==> config.mk <==
export PLATFORM = sky130hd
export DESIGN_NAME = uart_rx_fifo
export DESIGN_NICKNAME = d
export VERILOG_FILES = /design/src/rtl/uart_rx_fifo.sv
export SDC_FILE = /design/constraint.sdc
export NUM_CORES = 1
export LEC_CHECK = 0
export ABC_AREA = 1
export CAP_MARGIN = 10
export CELL_PAD_IN_SITES_DETAIL_PLACEMENT = 1
export CELL_PAD_IN_SITES_GLOBAL_PLACEMENT = 1
export CORE_MARGIN = 5
export CORE_UTILIZATION = 40
export CTS_BUF_LIST = sky130_fd_sc_hd__clkbuf_8
export DETAILED_ROUTE_END_ITERATION = 16
export DONT_BUFFER_PORTS = 1
export MAX_ROUTING_LAYER = met4
export PLACE_DENSITY_LB_ADDON = 0.1
export SLEW_MARGIN = 40
export SYNTH_ARGS = -nofsm -noshare
export SYNTH_HDL_FRONTEND = slang
export SYNTH_SLANG_ARGS = --single-unit
export TNS_END_PERCENT = 10
==> constraint.sdc <==
create_clock -name clk -period 4.02 [get_ports clk]
set_input_delay 1.206 -clock clk [delete_from_list [all_inputs] [get_ports clk]]
set_output_delay 1.206 -clock clk [all_outputs]
set_load 0.01 [all_outputs]
==> src/rtl/uart_rx_fifo.sv <==
// uart_rx_fifo
//   8N1 UART receiver feeding a small first-word-fall-through receive FIFO.
//   The serial line is synchronised, a falling edge starts a frame, the start
//   bit is re-checked at mid-bit, eight data bits are sampled LSB first at
//   bit centres, and the stop bit decides between pushing the byte and
//   raising the sticky framing-error flag.
//
// Parameters
//   clk_freq        system clock frequency in Hz
//   uart_baud_rate  line rate; divisor = clk_freq / uart_baud_rate (>= 4)
//   fifo_depth      FIFO entries, power of two, >= 2
//
// Ports
//   clk        in   system clock, rising edge
//   rst        in   asynchronous reset, active-high
//   uart_rxd   in   serial line, idle high, asynchronous to clk
//   rx_ack     in   pop the head entry (ignored when empty)
//   err_clr    in   clear frame_err and overflow (a same-cycle set wins)
//   rx_data    out  head-of-FIFO byte, meaningful while rx_valid
//   rx_valid   out  FIFO not empty
//   rx_count   out  number of stored bytes, 0..fifo_depth
//   busy       out  receiver not idle
//   frame_err  out  sticky: stop bit sampled low
//   overflow   out  sticky: a good byte was dropped because the FIFO was full
module uart_rx_fifo #(
    parameter int clk_freq       = 50000000,
    parameter int uart_baud_rate = 115200,
    parameter int fifo_depth     = 8
) (
    input  logic                          clk,
    input  logic                          rst,
    input  logic                          uart_rxd,
    input  logic                          rx_ack,
    input  logic                          err_clr,
    output logic [7:0]                    rx_data,
    output logic                          rx_valid,
    output logic [$clog2(fifo_depth):0]   rx_count,
    output logic                          busy,
    output logic                          frame_err,
    output logic                          overflow
);

    localparam int DIVISOR = clk_freq / uart_baud_rate;
    localparam int CNT_W   = $clog2(DIVISOR);
    localparam int AW      = $clog2(fifo_depth);
    localparam int CW      = AW + 1;

    localparam logic [CNT_W-1:0] CNT_LAST = CNT_W'(DIVISOR - 1);
    localparam logic [CNT_W-1:0] CNT_HALF = CNT_W'(DIVISOR / 2 - 1);
    localparam logic [CW-1:0]    FULL_CNT = CW'(fifo_depth);

    generate
        if (DIVISOR < 4) begin : g_bad_divisor
            $error("uart_rx_fifo: clk_freq / uart_baud_rate must be >= 4");
        end
        if (fifo_depth < 2 || (fifo_depth & (fifo_depth - 1)) != 0) begin : g_bad_depth
            $error("uart_rx_fifo: fifo_depth must be a power of two >= 2");
        end
    endgenerate

    // ------------------------------------------------------------------
    // Input synchroniser and falling-edge detector
    // ------------------------------------------------------------------
    logic       sync1_q, sync2_q, prev_q;
    logic [1:0] arm_q;
    logic       start_edge;

    // The synchroniser flops come out of reset high, which would fake a
    // high->low transition if the pin is already low at release. arm_q
    // holds prev_q at 0 until sync2_q carries a genuine pin value, so only
    // a real high->low transition after reset can start a frame.
    always_ff @(posedge clk or posedge rst) begin
        if (rst) begin
            sync1_q <= 1'b1;
            sync2_q <= 1'b1;
            prev_q  <= 1'b0;
            arm_q   <= 2'b00;
        end else begin
            sync1_q <= uart_rxd;
            sync2_q <= sync1_q;
            arm_q   <= {arm_q[0], 1'b1};
            prev_q  <= arm_q[1] & sync2_q;
        end
    end

    assign start_edge = ~sync2_q & prev_q;

    // ------------------------------------------------------------------
    // Receiver FSM
    // ------------------------------------------------------------------
    typedef enum logic [1:0] {
        IDLE  = 2'd0,
        START = 2'd1,
        DATA  = 2'd2,
        STOP  = 2'd3
    } state_t;

    state_t           state_q;
    logic [CNT_W-1:0] cnt_q;
    logic [2:0]       bitidx_q;
    logic [7:0]       shreg_q;
    logic             busy_q;

    logic             cnt_last, cnt_half;
    logic             stop_hit, push_req, frame_set;

    assign cnt_last = (cnt_q == CNT_LAST);
    assign cnt_half = (cnt_q == CNT_HALF);

    // Stop-bit decision is decoded combinationally so the push and the
    // flag update land on the stop-sample edge itself.
    always_comb begin
        stop_hit  = (state_q == STOP) && cnt_last;
        push_req  = stop_hit & sync2_q;
        frame_set = stop_hit & ~sync2_q;
    end

    always_ff @(posedge clk or posedge rst) begin
        if (rst) begin
            state_q  <= IDLE;
            cnt_q    <= '0;
            bitidx_q <= 3'd0;
            shreg_q  <= 8'h00;
            busy_q   <= 1'b0;
        end else begin
            case (state_q)
                IDLE: begin
                    if (start_edge) begin
                        state_q <= START;
                        cnt_q   <= '0;
                        busy_q  <= 1'b1;
                    end
                end
                START: begin
                    if (cnt_half) begin
                        cnt_q <= '0;
                        if (!sync2_q) begin
                            state_q  <= DATA;
                            bitidx_q <= 3'd0;
                        end else begin
                            // line back high at mid-start: glitch, no flag
                            state_q <= IDLE;
                            busy_q  <= 1'b0;
                        end
                    end else begin
                        cnt_q <= cnt_q + 1'b1;
                    end
                end
                DATA: begin
                    if (cnt_last) begin
                        cnt_q             <= '0;
                        shreg_q[bitidx_q] <= sync2_q;
                        if (bitidx_q == 3'd7) begin
                            state_q <= STOP;
                        end else begin
                            bitidx_q <= bitidx_q + 1'b1;
                        end
                    end else begin
                        cnt_q <= cnt_q + 1'b1;
                    end
                end
                STOP: begin
                    if (cnt_last) begin
                        cnt_q   <= '0;
                        state_q <= IDLE;
                        busy_q  <= 1'b0;
                    end else begin
                        cnt_q <= cnt_q + 1'b1;
                    end
                end
                default: begin
                    state_q <= IDLE;
                    busy_q  <= 1'b0;
                end
            endcase
        end
    end

    // ------------------------------------------------------------------
    // Receive FIFO and sticky flags
    // ------------------------------------------------------------------
    logic [7:0]    mem_q [fifo_depth];
    logic [AW-1:0] wr_ptr_q, rd_ptr_q;
    logic [CW-1:0] count_q, count_d;
    logic          frame_err_q, frame_err_d;
    logic          overflow_q, overflow_d;
    logic          full, empty, pop, push, ovf_set;

    always_comb begin
        full    = (count_q == FULL_CNT);
        empty   = (count_q == '0);
        pop     = rx_ack & ~empty;
        // a pop in the same cycle frees the slot the full FIFO needs
        push    = push_req & (~full | pop);
        ovf_set = push_req & full & ~pop;

        count_d = count_q;
        if (push && !pop) begin
            count_d = count_q + 1'b1;
        end else if (pop && !push) begin
            count_d = count_q - 1'b1;
        end

        // set has priority over clear
        frame_err_d = frame_set | (frame_err_q & ~err_clr);
        overflow_d  = ovf_set   | (overflow_q  & ~err_clr);
    end

    always_ff @(posedge clk or posedge rst) begin
        if (rst) begin
            for (int i = 0; i < fifo_depth; i++) begin
                mem_q[i] <= 8'h00;
            end
            wr_ptr_q    <= '0;
            rd_ptr_q    <= '0;
            count_q     <= '0;
            frame_err_q <= 1'b0;
            overflow_q  <= 1'b0;
        end else begin
            if (push) begin
                mem_q[wr_ptr_q] <= shreg_q;
                wr_ptr_q        <= wr_ptr_q + 1'b1;
            end
            if (pop) begin
                rd_ptr_q <= rd_ptr_q + 1'b1;
            end
            count_q     <= count_d;
            frame_err_q <= frame_err_d;
            overflow_q  <= overflow_d;
        end
    end

    assign rx_data   = mem_q[rd_ptr_q];
    assign rx_valid  = ~empty;
    assign rx_count  = count_q;
    assign busy      = busy_q;
    assign frame_err = frame_err_q;
    assign overflow  = overflow_q;

endmodule

==> qor.csv <==
metric,value,unit
clk_latency,0.38,ns
ys.warnings.count,0,
cts_setup_buffers,0,
yosysMostFrequentCell,nand2_1,
routed_wl,15570,um
vias_per_cell,5.483,
htree_levels,3,
tightest_slew,0.7417,ns
coreArea,13720,um^2
critPathMaxStageDelay,0.72,ns
postLayoutSetupSlackWorst,0.4448,ns
pin_count,21,
cts_hold_buf,0,
syn_inst,675,
max_slew_margin,50.48,%
synth_seq_area_share,47.18,%
maxCapViolations,0,
gp_congestion,0.7921,
clockBufferDepth,2,
fin_hold_ws,0.3624,ns
cpLargestDelayFamily,flip-flops,
met3_length,510,um
r2r-start,rx_count[1],
nNetsFinal,672,
drt-met1-wl,7245,um
place_ws,0.7265,ns
r2r-end,rx_count[3],
place_inst,825,
antenna_cells,0,
drtIter0Drc,335,
required,2.81,ns
port_buffers,0,
yosys.area.top_type_share,46.23,%
final_hold_viol_count,0,
power.density,497.4,nW/um^2
drc_errors,0,
holdPathEnd,sync2_q,
async_flop_share,100.0,%
cts_buffers,9,
synth_edf_count,0,
gr-total-overflow,0,
period_share,88.94,%
clockRootBuffer,clkbuf_8,
start_util,40.25,%
dieArea,16250,um^2
layout-drive-gt1-share,7.413,%
vias,4611,
worstSetupEndpointType,output pin,
stdcell_count,841,
fmax,279.7,MHz
synth_top_cell_by_area,dfrtp_1,
ir_drop,0.2593,mV
syn_area_per_cell,8.180,um^2
cts_tree,done,
cts.repair.resized,0,
die_h,127.5,um
setup_viol,0,
syn-cell-area,5522,um^2
grt_pass1_wl,26520,um
top_layer_used,met4,
min-delay-start,sync1_q,
worstPathMaxFanout,18,
critPathLaunchType,register,
ff2ff_path_depth,13,
grt_pass1_vias,4877,
rows,43,
syn-num-nets,691,
final_core_util,42.41,%
min_path_cells,0,
period_minus_slack,3.575,ns
clock_sinks,104,
die_w,127.5,um
worstPathCellList,clkinv_1 -> nor2_1 -> o21ai_0 -> a31oi_1,
path_class,reg2out,
drt-pass1-iter-count,4,
synth.area.top_cells,"dfrtp_1 46%, nand2_1 15%, nand4_1 7.6%",
wire_per_inst,18.51,um
syn_to_final_growth,5.370,%
finalSetupTns,0,ns
postRouteAntennaNets,0,
synth_cell_types,34,
yosys-top-cells-count,"216 x nand2_1, 102 x dfrtp_1, 67 x nand4_1, 66 x nor2_1, 54 x o21ai_0",
fin_worst_skew,0.009967,ns
reg2reg_slack,1.34,ns
dp_hpwl,10670,um
cp.arrival,2.37,ns
slew_viol_final,0,
synthFlopType,dfrtp_1,
track_usage,21.06,%
status,completed,
grt_max_degree,70,
rsz0062_at_grt,false,
cp_slowest_cell,dfrtp_1,
holdCritPathClass,reg2reg,
crit_buf_inv,1,
p_leak,2.845,nW
cts.clk_slew.worst_paths,0.10,ns
antenna_found_initial,0,
synth_seq_cells,104,
route.met2.wl,7563,um
==> per-layer routing <==
layer,track usage [%],vias to the layer above
li1,-,2218
met1,27.86,2303
met2,33.85,70
met3,2.843,20
met4,6.372,0
met5,-,-
==> cell type report <==
class / instances / area (um^2)
clock buffers: 11 / 151.4
clock inverters: 5 / 47.55
fillers: 1655 / 7901
inverters: 39 / 148.9
multi-input cells: 495 / 2575
flip-flops and latches: 104 / 2605
well taps: 180 / 225.2
repair buffers: 7 / 65.06
==> layout by cell type, fill, tap and decap left out, types with 3 or more instances in the layout <==
cell / netlist / routed
buf_4: 1 / 6
xor2_1: 3 / 3
inv_2: 3 / 3
dfrtp_1: 102 / 102
inv_1: 33 / 34
nand4_4: 9 / 9
o21ai_0: 54 / 54
nand2_2: 3 / 3
nand2_1: 216 / 216
ha_1: 10 / 10
clkbuf_8: 0 / 11
a31oi_1: 8 / 8
a21oi_1: 11 / 11
o22ai_1: 6 / 6
nand3_1: 20 / 20
clkinv_1: 3 / 3
nor2_1: 66 / 66
nand4_1: 67 / 67
xnor2_1: 3 / 3
==> cells by family (layout without fill, tap and decap cells) <==
kind of cell	after synthesis	in the layout	share of synthesized area (%)
buf+inv	76	62	6.186
compound gates	83	83	7.931
xor+xnor	6	6	0.9519
fa+ha+maj	11	11	2.629
simple gates	393	393	34.85
flops	104	104	47.18
mux	1	1	0.2039
other cells	1	1	0.06792
==> report_power, final <==
part	switching (mW)	internal, mW	total [mW]
combinational	0.653	0.286	0.939
clock	0.369	0.316	0.686
sequential	0.148	1.12	1.27
total	1.17	1.72	2.89
==> state kept, by name, indices dropped and copies added (netlist names), named ones only <==
| name | cells |
|---|---|
| busy | 1 |
| arm_q | 2 |
| state_q | 1 |
| sync1_q | 1 |
| sync2_q | 1 |
| shreg_q | 8 |
| prev_q | 1 |
| frame_err | 1 |
| rx_count | 4 |
| wr_ptr_q | 3 |
| rd_ptr_q | 3 |
| cnt_q | 9 |
| overflow | 1 |
| bitidx_q | 3 |
| mem_q | 64 |
==> worst max-delay path by stage <==
stage               cells after the start   startpoint  slack, ns     endpoint
floorplan                               1          rst       0.09    async pin
global placement                       13       rx_ack       0.83  rx_count[3]
detailed placement                     13       rx_ack       0.73  rx_count[3]
CTS                                     4  rd_ptr_q[1]       0.41   rx_data[3]
global route                            4  rd_ptr_q[1]       0.23   rx_data[3]
finish                                  4  rd_ptr_q[1]       0.44   rx_data[4]
==> worst register-to-register path: cells and delay by family (launching register included) <==
| kind | cells | cell delay, ns |
|---|---|---|
| buf+inv | 2 | 0.35 |
| simple gates | 6 | 0.82 |
| flops | 1 | 0.50 |
| compound gates | 3 | 0.44 |
| fa+ha+maj | 2 | 0.47 |
==> per-stage QoR <==
| stage | cell area (um^2) | total power, mW |
|---|---|---|
| after global placement | 5619 | 2.203 |
| final | 5818 | 2.894 |
| after CTS | 5818 | 2.935 |
| after floorplan | 5522 | 1.939 |
| after global routing | 5818 | 3.108 |
| after detailed placement | 5619 | 2.241 |
(Power assumes the default switching activity.)
